[src/rtl/tile_map_scheduler_if.sv]
// Scheduler-side bundle: frame trigger, map RAM read port,
// tile drawer request/handshake and status flags.
interface tile_map_scheduler_if;
  logic        start;
  logic [4:0]  map_data;
  logic        drawer_active;
  logic [8:0]  map_addr;
  logic [11:0] tile_address;
  logic [7:0]  x_pos;
  logic [7:0]  y_pos;
  logic        draw;
  logic        busy;
  logic        frame_done;
  logic        timeout_err;

  modport master (
    input  start,
    input  map_data,
    input  drawer_active,
    output map_addr,
    output tile_address,
    output x_pos,
    output y_pos,
    output draw,
    output busy,
    output frame_done,
    output timeout_err
  );

  modport slave (
    output start,
    output map_data,
    output drawer_active,
    input  map_addr,
    input  tile_address,
    input  x_pos,
    input  y_pos,
    input  draw,
    input  busy,
    input  frame_done,
    input  timeout_err
  );
endinterface

[src/rtl/tile_map_scheduler.sv]
// Frame sequencer: walks the tile map, turns each index into a
// tile-ROM address and screen position, one drawer request per tile.
module tile_map_scheduler #(
  parameter int COLS        = 20,
  parameter int ROWS        = 15,
  parameter int TILE_BYTES  = 192,
  parameter int NUM_TILES   = 21,
  parameter int ACK_TIMEOUT = 15
) (
  input logic                  clk,
  input logic                  resetn,
  tile_map_scheduler_if.master bus
);

  localparam logic [4:0] LAST_COL = 5'(COLS - 1);
  localparam logic [8:0] LAST_IDX = 9'(COLS * ROWS - 1);
  localparam logic [4:0] TILES_N  = 5'(NUM_TILES);
  localparam logic [3:0] ACK_MAX  = 4'(ACK_TIMEOUT);

  typedef enum logic [2:0] {
    S_IDLE,
    S_READ,
    S_LATCH,
    S_ISSUE,
    S_WAIT,
    S_ADV,
    S_DONE
  } state_t;

  state_t      state, state_nx;
  logic [4:0]  col, col_nx;
  logic [3:0]  row, row_nx;
  logic [8:0]  idx, idx_nx;
  logic [3:0]  ack, ack_nx;
  logic [11:0] tile_q, tile_nx;
  logic [7:0]  x_q, x_nx;
  logic [7:0]  y_q, y_nx;
  logic        terr, terr_nx;

  always_ff @(posedge clk or negedge resetn) begin
    if (!resetn) begin
      state  <= S_IDLE;
      col    <= '0;
      row    <= '0;
      idx    <= '0;
      ack    <= '0;
      tile_q <= '0;
      x_q    <= '0;
      y_q    <= '0;
      terr   <= 1'b0;
    end else begin
      state  <= state_nx;
      col    <= col_nx;
      row    <= row_nx;
      idx    <= idx_nx;
      ack    <= ack_nx;
      tile_q <= tile_nx;
      x_q    <= x_nx;
      y_q    <= y_nx;
      terr   <= terr_nx;
    end
  end

  always_comb begin
    state_nx = state;
    col_nx   = col;
    row_nx   = row;
    idx_nx   = idx;
    ack_nx   = ack;
    tile_nx  = tile_q;
    x_nx     = x_q;
    y_nx     = y_q;
    terr_nx  = terr;
    unique case (state)
      S_IDLE: begin
        if (bus.start) begin
          col_nx   = '0;
          row_nx   = '0;
          idx_nx   = '0;
          terr_nx  = 1'b0;
          state_nx = S_READ;
        end
      end
      S_READ: state_nx = S_LATCH;
      S_LATCH: begin
        // Out-of-range indices are holes in the map: no draw.
        if (bus.map_data >= TILES_N) begin
          state_nx = S_ADV;
        end else begin
          tile_nx  = 12'(32'(bus.map_data) * TILE_BYTES);
          x_nx     = {col, 3'b000};
          y_nx     = {1'b0, row, 3'b000};
          ack_nx   = '0;
          state_nx = S_ISSUE;
        end
      end
      S_ISSUE: begin
        ack_nx = ack + 4'd1;
        if (bus.drawer_active) begin
          state_nx = S_WAIT;
        end else if (ack_nx == ACK_MAX) begin
          terr_nx  = 1'b1;
          state_nx = S_ADV;
        end
      end
      S_WAIT: begin
        if (!bus.drawer_active) state_nx = S_ADV;
      end
      S_ADV: begin
        if (idx == LAST_IDX) begin
          state_nx = S_DONE;
        end else begin
          idx_nx = idx + 9'd1;
          if (col == LAST_COL) begin
            col_nx = '0;
            row_nx = row + 4'd1;
          end else begin
            col_nx = col + 5'd1;
          end
          state_nx = S_READ;
        end
      end
      S_DONE: state_nx = S_IDLE;
      default: state_nx = S_IDLE;
    endcase
  end

  assign bus.map_addr     = idx;
  assign bus.tile_address = tile_q;
  assign bus.x_pos        = x_q;
  assign bus.y_pos        = y_q;
  assign bus.draw         = (state == S_ISSUE);
  assign bus.busy         = (state != S_IDLE);
  assign bus.frame_done   = (state == S_DONE);
  assign bus.timeout_err  = terr;

endmodule

[src/flat_wrapper.sv]
// flat-port wrapper written by rule: the top's interface ports become plain ports
module tile_map_scheduler_flat 
#(
  parameter int COLS        = 20,
  parameter int ROWS        = 15,
  parameter int TILE_BYTES  = 192,
  parameter int NUM_TILES   = 21,
  parameter int ACK_TIMEOUT = 15
)
  (clk, resetn, bus_start, bus_map_data, bus_drawer_active, bus_map_addr, bus_tile_address, bus_x_pos, bus_y_pos, bus_draw, bus_busy, bus_frame_done, bus_timeout_err);
  tile_map_scheduler_if bus_i ();
  input logic clk;
  input logic resetn;
  input wire logic [$bits(bus_i.start)-1:0] bus_start;
  input wire logic [$bits(bus_i.map_data)-1:0] bus_map_data;
  input wire logic [$bits(bus_i.drawer_active)-1:0] bus_drawer_active;
  output wire logic [$bits(bus_i.map_addr)-1:0] bus_map_addr;
  output wire logic [$bits(bus_i.tile_address)-1:0] bus_tile_address;
  output wire logic [$bits(bus_i.x_pos)-1:0] bus_x_pos;
  output wire logic [$bits(bus_i.y_pos)-1:0] bus_y_pos;
  output wire logic [$bits(bus_i.draw)-1:0] bus_draw;
  output wire logic [$bits(bus_i.busy)-1:0] bus_busy;
  output wire logic [$bits(bus_i.frame_done)-1:0] bus_frame_done;
  output wire logic [$bits(bus_i.timeout_err)-1:0] bus_timeout_err;
  assign bus_i.start = bus_start;
  assign bus_i.map_data = bus_map_data;
  assign bus_i.drawer_active = bus_drawer_active;
  assign bus_map_addr = bus_i.map_addr;
  assign bus_tile_address = bus_i.tile_address;
  assign bus_x_pos = bus_i.x_pos;
  assign bus_y_pos = bus_i.y_pos;
  assign bus_draw = bus_i.draw;
  assign bus_busy = bus_i.busy;
  assign bus_frame_done = bus_i.frame_done;
  assign bus_timeout_err = bus_i.timeout_err;
  tile_map_scheduler #(.COLS(COLS), .ROWS(ROWS), .TILE_BYTES(TILE_BYTES), .NUM_TILES(NUM_TILES), .ACK_TIMEOUT(ACK_TIMEOUT)) u_core (.clk(clk), .resetn(resetn), .bus(bus_i));
endmodule
[config.mk]
export PLATFORM = sky130hd
export DESIGN_NAME = tile_map_scheduler_flat
export DESIGN_NICKNAME = d
export VERILOG_FILES = /design/src/rtl/tile_map_scheduler_if.sv /design/src/rtl/tile_map_scheduler.sv /design/src/flat_wrapper.sv
export SDC_FILE = /design/constraint.sdc
export NUM_CORES = 1
export LEC_CHECK = 0
export ABC_AREA = 1
export BUFFER_PORTS_ARGS = -buffer_cell sky130_fd_sc_hd__buf_2
export CAP_MARGIN = 15
export CORE_MARGIN = 1
export CORE_UTILIZATION = 40
export CTS_CLUSTER_SIZE = 8
export DETAILED_ROUTE_END_ITERATION = 8
export GPL_ROUTABILITY_DRIVEN = 0
export PLACE_DENSITY_LB_ADDON = 0.08
export SETUP_SLACK_MARGIN = 0.15
export SYNTH_ARGS = -nofsm -noshare
export SYNTH_HDL_FRONTEND = slang
export SYNTH_SLANG_ARGS = --single-unit
[constraint.sdc]
create_clock -name clk -period 2 [get_ports clk]
set_input_delay 0.1 -clock clk [delete_from_list [all_inputs] [get_ports clk]]
set_output_delay 0.1 -clock clk [all_outputs]
set_load 0.01 [all_outputs]
* Yosys cells after proc, flatten, opt, wreduce, memory -nomap -nowiden
Cells that the tools add are included.
Cells by class: equal/unequal tests 17, muxes and demuxes 24, add/sub/neg operators 4, reductions and logical operators 11, multipliers 1, magnitude comparators 1, bitwise gates (word level) 1
Operators with widths (number):
- $mux 3 | 6
- $mux 9 | 2
- $pmux 3 s6 | 1
- $pmux 9 s2 | 1
- $mux 4 | 4
- $pmux 4 s2 | 2
- $mux 5 | 3
- $ne 2x2->1 const B | 5
- $pmux 5 s2 | 1
- $add 9x1->9 const B | 1
- $eq 3x3->1 const B | 3
- $eq 9x9->1 const B | 1
- $add 4x1->4 const B | 2
- $reduce_and 4->1 | 2
- $eq 3x2->1 const B | 2
- $mul 5x2->6 const B | 1
- $reduce_and 3->1 | 2
- $reduce_bool 2->1 | 3
- $add 5x1->5 const B | 1
- $eq 5x5->1 const B | 1
- $ge 5x5->1 const B | 1
- $eq 4x4->1 const B | 1
- $ne 2x1->1 const B | 2
- $reduce_and 2->1 | 2
- other kinds (7) | 9
Storage, ports and cells: flip-flop bits (word level) 41, input bits 9, output and inout port bits 41, logic and storage cells 68

* Longest topological paths before layout
word-level depth 5, gate-level depth with buffers 9, gate-level depth less buffers 9

* Worst setup path after synthesis
Ideal clock, no wire load.
path kind register -> register, start point register u_core.idx[0], in the netlist u_core.bus.map_addr[0], end point register u_core.col[2], arrival time 1380 ps, setup time 118 ps, stages on the path, launching flop included 10, path buffers 1, slack 502 ps, path through dfrtp_1 ha_1 nand2_1 nor3_2 nand2_2 nand2_4 nand2_4 buf_6 nand2_2 o21ai_2
Between the ends: cells in the longest elaborated chain, start to end 3
Ends and longest elaborated chain:
- start: declaration | RTL line tile_map_scheduler.sv:33 | logic [8:0] idx, idx_nx;
- start signal: assignment | RTL line tile_map_scheduler.sv:55 | idx <= idx_nx;
- $eq 9x9->1 | RTL line tile_map_scheduler.sv:110 | if (idx == LAST_IDX) begin
- $ne 2x2->1 (no line)
- $reduce_and 3->1 (no line)
- end signal: assignment | RTL line tile_map_scheduler.sv:53 | col <= col_nx;
- end: declaration | RTL line tile_map_scheduler.sv:31 | logic [4:0] col, col_nx;
Every way passes these cells. A chain may end at the register's enable or synchronous reset.

* Worst setup path after layout
start point register u_core.idx[0], in the netlist u_core.bus.map_addr[0], end point register u_core.col[4]
The elaborated chain is that of the path after synthesis.

==> flow_summary.json <==
{
  "cts-resized-gates": 0,
  "clk_latency_ns": 0.29,
  "r2r_cells": 8,
  "diodes": 0,
  "max_freq_mhz": 598,
  "combPwrFrac": 0.402,
  "finalWirelength_mm": 5.08,
  "p_sw_mw": 1.25,
  "synthFlopType": "dfrtp_1",
  "wire_per_inst_microns": 11.7,
  "reg2reg_from": "u_core.bus.map_addr[0]",
  "slew_headroom": 0.642,
  "clk_pin_slew_ns": 0.08,
  "instances_no_fill": 435,
  "finalSetupViolations": 0,
  "mostFrequentLayoutCells": "nand2_1 (91), dfrtp_1 (41), inv_1 (36), buf_2 (36), nand3_1 (35)",
  "grt_pass1_vias": 1900,
  "synth.area.mux_share": 0,
  "grt_max_degree": 42,
  "clkPwrFrac": 0.177,
  "drc": 0,
  "cts_hold_buf": 1,
  "seq_area_sq_um": 1030,
  "pwr-share-seq": 0.421,
  "setup.worst_path.end_class": "flip-flop",
  "ir_drop_mv": 0.510,
  "drive_above_1_share": 0.192,
  "run_status": "finished clean",
  "finalSetupTns_ns": 0,
  "die_y_microns": 81.6,
  "yosys.area.top_type_share": 0.405,
  "cts_buffers": 5,
  "ys_seq_area_frac": 0.405,
  "synth_top_family_by_area": "simple AND/OR/NAND/NOR gates",
  "maxCapViolations": 0,
  "synth_area_sq_um": 2530,
  "cp-start-kind": "flip-flop",
  "cts_max_level": 2,
  "synthSimpleGateAreaFrac": 0.304,
  "ys_warn_count": 0,
  "path_max_fanout": 21,
  "reg2reg_slack_ns": 0.33,
  "tritoncts": "built",
  "core_area_sq_um": 6030,
  "finalHoldViolations": 0,
  "first_pass_iters": 4,
  "multi_input_comb_area_sq_um": 1260,
  "rows": 28,
  "powerDensity_nw_per_um2": 1050,
  "reg2reg_to": "u_core.col[4]",
  "ys_ff_latch": 41,
  "leakage_nw": 1.54,
  "worstPathRequired_ns": 2.18,
  "maxSlewViolCount": 0,
  "p_int_mw": 1.73,
  "grt_usage": 0.176,
  "cts.sinks": 41,
  "fill_cells": 633,
  "synth_cells": 319,
  "nets": 382,
  "synth_compound_area_frac": 0.0771,
  "synthXorXnorAreaFrac": 0.0242,
  "async_flop_share": 1.00,
  "yosys-top-cells-area": "dfrtp_1 (41%), nand2_1 (13%), nand3_1 (6.9%)",
  "io_pins": 50,
  "rsz0062_at_grt": "false",
  "worstHoldPathType": "primary input to flip-flop",
  "mostFrequentLayoutCell": "nand2_1",
  "cp-endpoint": "u_core.col[4]",
  "antenna_found_initial": 0,
  "synthAdderAreaFrac": 0.0721,
  "place_inst": 426,
  "post_cts_buffers": 0,
  "worst_slew_pin_slew_ns": 0.538,
  "num_vias": 2072,
  "cp.arrival_ns": 1.85,
  "skew_ns": 0.0107,
  "synth_cell_types": 35,
  "critPathKind": "flip-flop to flip-flop",
  "port_buffers": 36,
  "yosys.area.top_type": "dfrtp_1",
  "ctsLongestPathBuffers": 2,
  "start_util": 0.420,
  "cp-startpoint": "u_core.bus.map_addr[0]",
  "first_iter_violations": 98,
  "vias_per_cell": 4.76,
  "finalCriticalPeriod_ns": 1.67,
  "dp_hpwl_mm": 3.61,
  "grt_first_pass_wirelength_mm": 8.99,
  "root_buffer": "clkbuf_8",
  "ant_nets": 0,
  "design.die.area_sq_um": 6650,
  "syn_avg_cell_area_sq_um": 7.94,
  "overflow": 0,
  "swShare": 0.420,
  "period_share": 0.836,
  "chipWidth_microns": 81.6,
  "area_delta_synth_final_pct": 11.6,
  "synth_edf_count": 0
}
-- registers in the layout, indices dropped and copies added, names as in the netlist --
register,flops
u_core.col,5
u_core.row,4
u_core.ack,4
u_core.bus.tile_address,6
u_core.state,3
u_core.bus.timeout_err,1
u_core.bus.x_pos,5
u_core.bus.map_addr,9
u_core.bus.y_pos,4
-- synth_stat cells, types with 2 or more instances --
library cell  number
nand2_1           91
inv_2              2
nand4_1            7
a21oi_1            4
buf_2              3
inv_1             36
nor3_2             2
nor2_1            17
nand2_4            3
o21ai_2            7
buf_6              2
xor2_1             3
ha_1              13
nand3_1           35
o21ai_1            8
o21ai_0            7
dfrtp_1           41
nand2_2            4
nor3_1             2
xnor2_1            4
buf_4             14
-- worst max-delay path: stages (launching register included) --
cell and delay [ns]:
dfrtp_1 0.44, ha_1 0.24, nand2_1 0.08, nor3_2 0.17, nand2_2 0.11, nand2_4 0.13
nand2_4 0.20, nand2_1 0.13, o21ai_2 0.05
-- cells by family (layout without fill, tap and decap cells) --
kind of cell             count (synthesis)  after routing
AND/OR/NAND/NOR                        166            166
buffers and inverters                   59             88
adder cells (fa/ha/maj)                 14             14
AO/OA/AOI/OAI                           31             31
flip-flops                              41             41
other                                    1             13
XOR/XNOR                                 7              7
-- through the flow --
step / setup WS, ns / cell area, sq um / hold slack [ns] / util / power [mW]
2_1_floorplan: 0.502 / 2580 / -0.196 / - / 2.14
3_3_place_gp: 0.406 / 2740 / 0.215 / 0.454 / 2.47
3_5_place_dp: 0.357 / 2740 / 0.209 / 0.454 / 2.48
4_1_cts: 0.344 / 2830 / 0.0803 / 0.469 / 3.02
5_1_grt: 0.165 / 2830 / 0.0859 / 0.469 / 3.27
6_report: 0.328 / 2830 / 0.0814 / 0.469 / 2.98
-- worst min path at each step --
stage | startpoint | to | slack [ns] | depth (start not counted)
3_5_place_dp | resetn | u_core.bus.timeout_err | 0.21 | 2
2_1_floorplan | resetn | u_core.ack[0] | -0.20 | 0
6_report | bus_map_data[0] | u_core.bus.tile_address[6] | 0.08 | 3
3_3_place_gp | resetn | u_core.ack[2] | 0.22 | 2
4_1_cts | bus_map_data[0] | u_core.bus.tile_address[6] | 0.08 | 3
5_1_grt | bus_map_data[0] | u_core.bus.tile_address[6] | 0.09 | 3
-- routing by layer --
metal | up-vias | part of all wire | track usage
met5 | - | 0 | 0
met4 | 0 | 0.0091 | 0.0474
met2 | 56 | 0.44 | 0.268
li1 | 1072 | - | -
met3 | 4 | 0.047 | 0.0378
met1 | 940 | 0.50 | 0.252
-- power by group through the flow --
| stage | registers, mW | clock network, mW | logic [mW] |
|---|---|---|---|
| finish | 1.25 | 0.526 | 1.20 |
| global placement | 1.27 | 0 | 1.20 |
| detailed placement | 1.26 | 0 | 1.22 |
| global route | 1.30 | 0.587 | 1.39 |
| floorplan | 1.30 | 0 | 0.839 |
| CTS | 1.25 | 0.549 | 1.22 |
-- final cells by class --
type	count	share of cell area
Multi-Input combinational cell	231	0.445
Sequential cell	41	0.363
Timing Repair Buffer	41	0.0779
Inverter	39	0.0523
Tap cell	75	0.0332
Clock buffer	8	0.0283
(Power assumes the default switching activity.)
